File: config.mk
export PLATFORM = sky130hd
export DESIGN_NAME = host_command_sequencer_flat
export DESIGN_NICKNAME = d
export VERILOG_FILES = /design/src/rtl/host_command_sequencer_if.sv /design/src/rtl/host_command_sequencer.sv /design/src/flat_wrapper.sv
export SDC_FILE = /design/constraint.sdc
export NUM_CORES = 1
export LEC_CHECK = 0
export CORE_ASPECT_RATIO = 1.4
export CORE_MARGIN = 1.5
export CORE_UTILIZATION = 46
export DETAILED_ROUTE_END_ITERATION = 10
export GPL_ROUTABILITY_DRIVEN = 0
export HOLD_SLACK_MARGIN = 0.15
export PLACE_DENSITY_LB_ADDON = 0.08
export SLEW_MARGIN = 10
export SYNTH_ARGS = -nofsm -noshare
export SYNTH_HDL_FRONTEND = slang
export SYNTH_SLANG_ARGS = --single-unit
File: constraint.sdc
create_clock -name clk -period 1.9 [get_ports clk]
set_clock_uncertainty 0.2 [all_clocks]
set_input_delay 0.38 -clock clk [delete_from_list [all_inputs] [get_ports clk]]
set_output_delay 0.38 -clock clk [all_outputs]
set_load 0.01 [all_outputs]
File: src/rtl/host_command_sequencer_if.sv
// Command/UART bundle between a host command source and the sequencer.
// No logic here; the master modport is the sequencer side, slave is the environment.
// Handshake: command_valid/command_ready; UART side is strobe + busy paced.
interface host_command_sequencer_if #(
   parameter int DATA_WIDTH    = 8,
   parameter int ADDRESS_WIDTH = 4
);
   logic                       command_valid;
   logic                       command_ready;
   logic [1:0]                 command_type;
   logic [ADDRESS_WIDTH-1:0]   command_address;
   logic [DATA_WIDTH-1:0]      command_data;
   logic [DATA_WIDTH-1:0]      command_operand_A;
   logic [DATA_WIDTH-1:0]      command_operand_B;
   logic [3:0]                 command_ALU_function;
   logic                       transmitter_parallel_data_valid;
   logic [DATA_WIDTH-1:0]      transmitter_parallel_data;
   logic                       transmitter_busy;
   logic                       receiver_parallel_data_valid;
   logic [DATA_WIDTH-1:0]      receiver_parallel_data;
   logic                       response_valid;
   logic [2*DATA_WIDTH-1:0]    response_data;
   logic                       response_timeout;

   modport master (
      input  command_valid, command_type, command_address, command_data,
             command_operand_A, command_operand_B, command_ALU_function,
             transmitter_busy, receiver_parallel_data_valid, receiver_parallel_data,
      output command_ready, transmitter_parallel_data_valid, transmitter_parallel_data,
             response_valid, response_data, response_timeout
   );

   modport slave (
      output command_valid, command_type, command_address, command_data,
             command_operand_A, command_operand_B, command_ALU_function,
             transmitter_busy, receiver_parallel_data_valid, receiver_parallel_data,
      input  command_ready, transmitter_parallel_data_valid, transmitter_parallel_data,
             response_valid, response_data, response_timeout
   );
endinterface

File: src/rtl/host_command_sequencer.sv
// Turns one command descriptor into a UART byte frame and gathers the 0/1/2-byte reply.
// Latency: first TX strobe 2 cycles after acceptance; all outputs registered.
// Backpressure: one command in flight (ready only in IDLE); bytes paced by transmitter_busy.
// Optional watchdog on awaited events: define HOST_COMMAND_SEQUENCER_TIMEOUT_EN.
module host_command_sequencer #(
   parameter int DATA_WIDTH     = 8,
   parameter int ADDRESS_WIDTH  = 4,
   parameter int TIMEOUT_CYCLES = 4096
) (
   input  logic                     clk,
   input  logic                     reset,
   host_command_sequencer_if.master bus
);

   localparam logic [DATA_WIDTH-1:0] SYNC_WRITE = DATA_WIDTH'(8'hAA);
   localparam logic [DATA_WIDTH-1:0] SYNC_READ  = DATA_WIDTH'(8'hBB);
   localparam logic [DATA_WIDTH-1:0] SYNC_ALU   = DATA_WIDTH'(8'hCC);
   localparam logic [DATA_WIDTH-1:0] SYNC_NOOP  = DATA_WIDTH'(8'hDD);

   typedef enum logic [2:0] {
      S_IDLE,
      S_SEND,
      S_WAIT_ACK,
      S_WAIT_DONE,
      S_WAIT_RESPONSE
   } state_t;

   state_t                    r_state;
   state_t                    w_next_state;

   // captured descriptor
   logic [1:0]                r_type;
   logic [ADDRESS_WIDTH-1:0]  r_addr;
   logic [DATA_WIDTH-1:0]     r_data;
   logic [DATA_WIDTH-1:0]     r_op_a;
   logic [DATA_WIDTH-1:0]     r_op_b;
   logic [3:0]                r_func;
   logic [1:0]                r_index;
   logic [1:0]                r_rx_count;

   // registered outputs
   logic                      r_cmd_rdy;
   logic                      r_tx_vld;
   logic [DATA_WIDTH-1:0]     r_tx_dat;
   logic                      r_rsp_vld;
   logic [2*DATA_WIDTH-1:0]   r_rsp_dat;
   logic                      r_rsp_timeout;

   logic                      w_accept;
   logic [1:0]                w_last_index;
   logic [1:0]                w_resp_len;
   logic                      w_last_byte;
   logic                      w_rx_done;
   logic [DATA_WIDTH-1:0]     w_frame_byte;
   logic                      w_timeout_hit;
   logic                      w_tx_load;
   logic                      w_index_inc;
   logic                      w_write_done;
   logic                      w_rx_store;
   logic                      w_rsp_done;

   assign w_accept    = bus.command_valid && r_cmd_rdy;
   assign w_last_byte = (r_index == w_last_index);
   assign w_rx_done   = ((r_rx_count + 2'd1) == w_resp_len);

   // frame length (as last byte index) and expected reply length per command type
   always_comb begin
      w_last_index = 2'd1;
      w_resp_len   = 2'd0;
      case (r_type)
         2'b00:   begin w_last_index = 2'd2; w_resp_len = 2'd0; end
         2'b01:   begin w_last_index = 2'd1; w_resp_len = 2'd1; end
         2'b10:   begin w_last_index = 2'd3; w_resp_len = 2'd2; end
         default: begin w_last_index = 2'd1; w_resp_len = 2'd2; end
      endcase
   end

   // select the frame byte at the current index; address/function zero-extended
   always_comb begin
      w_frame_byte = '0;
      case (r_type)
         2'b00: begin
            case (r_index)
               2'd0:    w_frame_byte = SYNC_WRITE;
               2'd1:    w_frame_byte = DATA_WIDTH'(r_addr);
               default: w_frame_byte = r_data;
            endcase
         end
         2'b01: begin
            w_frame_byte = (r_index == 2'd0) ? SYNC_READ : DATA_WIDTH'(r_addr);
         end
         2'b10: begin
            case (r_index)
               2'd0:    w_frame_byte = SYNC_ALU;
               2'd1:    w_frame_byte = r_op_a;
               2'd2:    w_frame_byte = r_op_b;
               default: w_frame_byte = DATA_WIDTH'(r_func);
            endcase
         end
         default: begin
            w_frame_byte = (r_index == 2'd0) ? SYNC_NOOP : DATA_WIDTH'(r_func);
         end
      endcase
   end

`ifdef HOST_COMMAND_SEQUENCER_TIMEOUT_EN
   localparam int TMO_W = (TIMEOUT_CYCLES > 1) ? $clog2(TIMEOUT_CYCLES) : 1;
   localparam logic [TMO_W-1:0] TMO_LAST = TMO_W'(TIMEOUT_CYCLES - 1);

   logic [TMO_W-1:0] r_tmo_cnt;

   // an awaited event always wins over expiry in the same cycle
   assign w_timeout_hit = (r_tmo_cnt == TMO_LAST) &&
                          (((r_state == S_WAIT_ACK) && !bus.transmitter_busy) ||
                           ((r_state == S_WAIT_RESPONSE) && !bus.receiver_parallel_data_valid));

   // idle-cycle counter: restarts on every state change and every received byte
   always_ff @(posedge clk or negedge reset) begin
      if (!reset) begin
         r_tmo_cnt <= '0;
      end else if ((w_next_state != r_state) || w_rx_store) begin
         r_tmo_cnt <= '0;
      end else if ((r_state == S_WAIT_ACK) || (r_state == S_WAIT_RESPONSE)) begin
         r_tmo_cnt <= r_tmo_cnt + 1'b1;
      end
   end
`else
   assign w_timeout_hit = 1'b0;
`endif

   // state register
   always_ff @(posedge clk or negedge reset) begin
      if (!reset) r_state <= S_IDLE;
      else        r_state <= w_next_state;
   end

   // next-state decode
   always_comb begin
      w_next_state = r_state;
      case (r_state)
         S_IDLE: begin
            if (w_accept) w_next_state = S_SEND;
         end
         S_SEND: begin
            if (!bus.transmitter_busy) w_next_state = S_WAIT_ACK;
         end
         S_WAIT_ACK: begin
            if (bus.transmitter_busy) w_next_state = S_WAIT_DONE;
            else if (w_timeout_hit)   w_next_state = S_IDLE;
         end
         S_WAIT_DONE: begin
            if (!bus.transmitter_busy) begin
               if (!w_last_byte)            w_next_state = S_SEND;
               else if (w_resp_len == 2'd0) w_next_state = S_IDLE;
               else                         w_next_state = S_WAIT_RESPONSE;
            end
         end
         S_WAIT_RESPONSE: begin
            if (bus.receiver_parallel_data_valid) begin
               if (w_rx_done) w_next_state = S_IDLE;
            end else if (w_timeout_hit) begin
               w_next_state = S_IDLE;
            end
         end
         default: w_next_state = S_IDLE;
      endcase
   end

   // output/datapath control decode
   always_comb begin
      w_tx_load    = (r_state == S_SEND) && !bus.transmitter_busy;
      w_index_inc  = (r_state == S_WAIT_DONE) && !bus.transmitter_busy && !w_last_byte;
      w_write_done = (r_state == S_WAIT_DONE) && !bus.transmitter_busy && w_last_byte &&
                     (w_resp_len == 2'd0);
      w_rx_store   = (r_state == S_WAIT_RESPONSE) && bus.receiver_parallel_data_valid;
      w_rsp_done   = w_write_done || (w_rx_store && w_rx_done);
   end

   // descriptor capture and frame/reply progress counters
   always_ff @(posedge clk or negedge reset) begin
      if (!reset) begin
         r_type     <= '0;
         r_addr     <= '0;
         r_data     <= '0;
         r_op_a     <= '0;
         r_op_b     <= '0;
         r_func     <= '0;
         r_index    <= '0;
         r_rx_count <= '0;
      end else if (w_accept) begin
         r_type     <= bus.command_type;
         r_addr     <= bus.command_address;
         r_data     <= bus.command_data;
         r_op_a     <= bus.command_operand_A;
         r_op_b     <= bus.command_operand_B;
         r_func     <= bus.command_ALU_function;
         r_index    <= '0;
         r_rx_count <= '0;
      end else begin
         if (w_index_inc) r_index    <= r_index + 2'd1;
         if (w_rx_store)  r_rx_count <= r_rx_count + 2'd1;
      end
   end

   // registered outputs; TX byte holds until the next load, reply word until next first byte
   always_ff @(posedge clk or negedge reset) begin
      if (!reset) begin
         r_cmd_rdy     <= 1'b1;
         r_tx_vld      <= 1'b0;
         r_tx_dat      <= '0;
         r_rsp_vld     <= 1'b0;
         r_rsp_dat     <= '0;
         r_rsp_timeout <= 1'b0;
      end else begin
         r_cmd_rdy     <= (w_next_state == S_IDLE);
         r_tx_vld      <= w_tx_load;
         r_rsp_vld     <= w_rsp_done;
         r_rsp_timeout <= w_timeout_hit;
         if (w_tx_load) r_tx_dat <= w_frame_byte;
         if (w_write_done) begin
            r_rsp_dat <= '0;
         end else if (w_rx_store) begin
            if (r_rx_count == 2'd0)
               r_rsp_dat <= {{DATA_WIDTH{1'b0}}, bus.receiver_parallel_data};
            else
               r_rsp_dat[2*DATA_WIDTH-1:DATA_WIDTH] <= bus.receiver_parallel_data;
         end
      end
   end

   assign bus.command_ready                   = r_cmd_rdy;
   assign bus.transmitter_parallel_data_valid = r_tx_vld;
   assign bus.transmitter_parallel_data       = r_tx_dat;
   assign bus.response_valid                  = r_rsp_vld;
   assign bus.response_data                   = r_rsp_dat;
   assign bus.response_timeout                = r_rsp_timeout;

endmodule
File: src/flat_wrapper.sv
// flat-port wrapper written by rule: the top's interface ports become plain ports
module host_command_sequencer_flat 
#(
   parameter int DATA_WIDTH     = 8,
   parameter int ADDRESS_WIDTH  = 4,
   parameter int TIMEOUT_CYCLES = 4096
)
  (clk, reset, bus_command_valid, bus_command_type, bus_command_address, bus_command_data, bus_command_operand_A, bus_command_operand_B, bus_command_ALU_function, bus_transmitter_busy, bus_receiver_parallel_data_valid, bus_receiver_parallel_data, bus_command_ready, bus_transmitter_parallel_data_valid, bus_transmitter_parallel_data, bus_response_valid, bus_response_data, bus_response_timeout);
  host_command_sequencer_if #(.DATA_WIDTH(DATA_WIDTH), .ADDRESS_WIDTH(ADDRESS_WIDTH)) bus_i ();
  input  logic clk;
  input  logic reset;
  input wire logic [$bits(bus_i.command_valid)-1:0] bus_command_valid;
  input wire logic [$bits(bus_i.command_type)-1:0] bus_command_type;
  input wire logic [$bits(bus_i.command_address)-1:0] bus_command_address;
  input wire logic [$bits(bus_i.command_data)-1:0] bus_command_data;
  input wire logic [$bits(bus_i.command_operand_A)-1:0] bus_command_operand_A;
  input wire logic [$bits(bus_i.command_operand_B)-1:0] bus_command_operand_B;
  input wire logic [$bits(bus_i.command_ALU_function)-1:0] bus_command_ALU_function;
  input wire logic [$bits(bus_i.transmitter_busy)-1:0] bus_transmitter_busy;
  input wire logic [$bits(bus_i.receiver_parallel_data_valid)-1:0] bus_receiver_parallel_data_valid;
  input wire logic [$bits(bus_i.receiver_parallel_data)-1:0] bus_receiver_parallel_data;
  output wire logic [$bits(bus_i.command_ready)-1:0] bus_command_ready;
  output wire logic [$bits(bus_i.transmitter_parallel_data_valid)-1:0] bus_transmitter_parallel_data_valid;
  output wire logic [$bits(bus_i.transmitter_parallel_data)-1:0] bus_transmitter_parallel_data;
  output wire logic [$bits(bus_i.response_valid)-1:0] bus_response_valid;
  output wire logic [$bits(bus_i.response_data)-1:0] bus_response_data;
  output wire logic [$bits(bus_i.response_timeout)-1:0] bus_response_timeout;
  assign bus_i.command_valid = bus_command_valid;
  assign bus_i.command_type = bus_command_type;
  assign bus_i.command_address = bus_command_address;
  assign bus_i.command_data = bus_command_data;
  assign bus_i.command_operand_A = bus_command_operand_A;
  assign bus_i.command_operand_B = bus_command_operand_B;
  assign bus_i.command_ALU_function = bus_command_ALU_function;
  assign bus_i.transmitter_busy = bus_transmitter_busy;
  assign bus_i.receiver_parallel_data_valid = bus_receiver_parallel_data_valid;
  assign bus_i.receiver_parallel_data = bus_receiver_parallel_data;
  assign bus_command_ready = bus_i.command_ready;
  assign bus_transmitter_parallel_data_valid = bus_i.transmitter_parallel_data_valid;
  assign bus_transmitter_parallel_data = bus_i.transmitter_parallel_data;
  assign bus_response_valid = bus_i.response_valid;
  assign bus_response_data = bus_i.response_data;
  assign bus_response_timeout = bus_i.response_timeout;
  host_command_sequencer #(.DATA_WIDTH(DATA_WIDTH), .ADDRESS_WIDTH(ADDRESS_WIDTH), .TIMEOUT_CYCLES(TIMEOUT_CYCLES)) u_core (.clk(clk), .reset(reset), .bus(bus_i));
endmodule
==> flow_metrics.env <==
export IMPL_synth_seq_area_share_pct=50.63
export IMPL_postSynthCellCount=300
export IMPL_critical_path_buf_inv_count=1
export IMPL_synth_edf_count=0
export IMPL_r2r_setup_slack_ns=0.06
export IMPL_n_fill_cell=601
export IMPL_crit_fanout=2
export IMPL_numCtsBuffers=9
export IMPL_netlist_area_leader_share_pct=49.85
export IMPL_postLayoutSetupSlackWorst_ns=0.04277
export IMPL_max_freq_mhz=538.4
export IMPL_drive_gt1_share_pct=30.25
export IMPL_p_leak_nw=1.931
export IMPL_ys_ff_latch=68
export IMPL_clock_latency_ns=0.35
export IMPL_synth_largest_area_cell="dfrtp_1"
export IMPL_finalSetupViolations=0
export IMPL_nets=447
export IMPL_power_density_nw_per_um2=1504
export IMPL_path_class="flop to primary output"
export IMPL_dpl_worst_slack_ns=-0.1979
export IMPL_status="finished clean"
export IMPL_crit_family="buffers and inverters"
export IMPL_maxSlewViolCount=0
export IMPL_synth_area_leaders="dfrtp_1, mux2_2, nand2_1, a21oi_2, nand3b_1"
export IMPL_antenna_cells=0
export IMPL_maxCapViolations=0
export IMPL_grt_pass1_vias=2789
export IMPL_syn_avg_cell_area_um2=11.21
export IMPL_first_iter_violations=136
export IMPL_cp_cell_sequence="clkdlybuf4s50_1"
export IMPL_antenna_found_initial=0
export IMPL_period_share_pct=97.75
export IMPL_multi_input_area_um2=1573
export IMPL_peakVddDrop_mv=0.8234
export IMPL_synth_cell_types=59
export IMPL_grt_usage_pct=22.15
export IMPL_period_minus_slack_ns=1.857
export IMPL_grt_max_degree=69
export IMPL_cpPeakStageDelay_ns=0.55
export IMPL_drc_errors=0
export IMPL_syn_cell_area_um2=3363
export IMPL_clock_path_buffers=2
export IMPL_path_clk_slew_ns=0.07
export IMPL_die_y_um=104.2
export IMPL_required_ns=1.32
export IMPL_yosysWarnings=0
export IMPL_via_count=2709
export IMPL_postRouteAntennaNets=0
export IMPL_die_w_um=75.27
export IMPL_rows=36
export IMPL_clockRootBuffer="clkbuf_8"
export IMPL_area_growth_pct=39.96
export IMPL_grt_overflow_total=0
export IMPL_dr_pass1_iters=4
export IMPL_cts_tree="yes"
export IMPL_slowest_stage="clkdlybuf4s50_1"
export IMPL_clock_sinks=68
export IMPL_hold_viol=0
export IMPL_dpl_hpwl_mm=5.578
export IMPL_grt_pass1_wl_mm=13.10
export IMPL_ys_flop_type="dfrtp_1"
export IMPL_vias_per_cell=5.473
export IMPL_start_kind="flop"
export IMPL_cp_data_arrival_time_ns=1.28
export IMPL_hp_class="flop to flop"
export IMPL_start_util_pct=47.86
export IMPL_port_buffers=73
export IMPL_synth_nets=352
export IMPL_wl_per_cell_um=16.36
export IMPL_die_area_um2=7840
export IMPL_cp_end_kind="primary output"
export IMPL_io_pins=75
export IMPL_cts_max_level=3
export IMPL_hold_slack_ns=0.2881
export IMPL_async_flop_share_pct=100.0
export IMPL_fp_coreArea_um2=7027
export IMPL_regArea_um2=1704
export IMPL_drt_wl_total_mm=8.100
-- cell families (layout without fill, tap and decap cells) --
group                      count (synthesis)  in the layout  synth area share (%)
AOI/OAI and AO/OA                         65             65                 14.17
buffers and inverters                     31            131                 6.102
other                                      1              1                0.1115
adders and majority gates                  5              5                 1.860
xor gates and xnor gates                   3              3                 1.005
and+or+nand+nor                           93             93                 14.81
DFF                                       68             68                 50.63
muxes                                     34             34                 11.31
-- Yosys cell counts (all sizes together), types with 2 or more instances --
library cell / count
and4bb: 2
a221oi: 6
o211ai: 2
nand3b: 10
a22oi: 2
ha: 5
a311oi: 2
buf: 18
o21ai: 9
nor4b: 2
clkbuf: 5
and3: 3
a21oi: 24
a211oi: 2
xnor2: 2
a32oi: 2
nand2: 36
o31ai: 2
nor3: 6
nor2b: 2
nand2b: 2
mux2: 32
dfrtp: 67
nand3: 9
a221o: 2
mux2i: 2
nor2: 13
o311ai: 2
inv: 8
-- path summary, 6_finish.rpt --
check                                                                           end  cells past startpoint                                                start
worst max-delay path                               bus_transmitter_parallel_data[2]                      1  u_core.bus.transmitter_parallel_data[2]$_DFFE_PN0P_
worst min-delay path            u_core.bus.transmitter_parallel_data[7]$_DFFE_PN0P_                      2  u_core.bus.transmitter_parallel_data[7]$_DFFE_PN0P_
worst max register to register  u_core.bus.transmitter_parallel_data[6]$_DFFE_PN0P_                      7                        u_core.r_index[0]$_DFFE_PN0P_
worst min register to register  u_core.bus.transmitter_parallel_data[7]$_DFFE_PN0P_                      2  u_core.bus.transmitter_parallel_data[7]$_DFFE_PN0P_
max in group asynchronous                        u_core.bus.command_ready$_DFF_PN1_                      3                                                reset
min in group asynchronous                       u_core.bus.response_valid$_DFF_PN0_                      3                                                reset
-- per-stage QoR --
stage	area, µm²	power (mW)	setup TNS [ns]	utilization, %	cells
finish	4707	7.080	0	66.99	495
global placement	4345	5.439	-1.250	61.84	478
global route	4707	7.557	-0.05830	66.99	495
CTS	4596	6.906	-0.03514	65.40	495
floorplan	3363	4.291	0	-	300
detailed placement	4345	5.507	-1.940	61.84	478
-- final cells by class --
cell class | instances | share of cell area [%]
multi-input combinational | 201 | 33.41
clock inverter | 6 | 1.861
inverter | 8 | 0.6911
clock buffer | 10 | 2.924
tap | 95 | 2.525
timing repair buffer | 107 | 22.38
sequential | 68 | 36.20
-- cells in the final DEF, fill, tap and decap left out, types with 3 or more instances in the layout --
master           synthesis  routed
nor3_1                   6       5
a221oi_2                 0       4
ha_4                     0       3
a21oi_2                 10      10
buf_4                    4      27
nand2_1                 36      36
inv_1                    7       5
mux2_2                  30      30
a21oi_1                 14      14
dfrtp_1                 67      66
buf_12                   1       5
nand3b_1                10      10
nor2_1                  13      13
nand3_1                  9       9
clkbuf_8                 2      10
clkdlybuf4s50_1          0      69
o21ai_0                  7       6
-- flip-flops by register name, summed over array words and instances, names as in the netlist --
| name | count |
|---|---|
| u_core.bus.command_ready | 1 |
| u_core.bus.response_data | 16 |
| u_core.bus.response_valid | 1 |
| u_core.bus.transmitter_parallel_data | 8 |
| u_core.bus.transmitter_parallel_data_valid | 1 |
| u_core.r_addr | 4 |
| u_core.r_data | 8 |
| u_core.r_func | 4 |
| u_core.r_index | 2 |
| u_core.r_op_a | 8 |
| u_core.r_op_b | 8 |
| u_core.r_rx_count | 2 |
| u_core.r_state | 3 |
| u_core.r_type | 2 |
-- power by group --
| part | leakage (nW) | total [mW] | internal, mW | switching [mW] |
|---|---|---|---|---|
| combinational | 0.969 | 3.14 | 1.72 | 1.41 |
| clock | 0.116 | 1.35 | 0.775 | 0.576 |
| sequential | 0.846 | 2.59 | 2.08 | 0.514 |
-- worst register-to-register path, delay by kind of cell (launching register included) --
kind            cells  cell delay (ns)
flops               1             0.44
compound gates      3             0.36
simple gates        1             0.33
buf+inv             2             0.26
fa+ha+maj           1             0.19
-- repair_timing --
action	4_1_cts	5_1_grt
hold buffers	1	0
pin swaps	1	5
hold endpoints to repair	67	0
endpoints found under the setup margin	8	11
gates resized for setup	6	24
setup buffers	0	1
-- metal layers --
layer  GRT usage (%)  share of wire (%)  vias to the layer above  wire, µm
met5               0                  0                        -         0
met4           10.08                1.9                        0       157
met3           4.845                4.0                       15       326
met2           38.24                 54                       71      4413
met1           25.24                 40                     1358      3202
li1                -                  -                     1265         -
(Power assumes the default switching activity.)
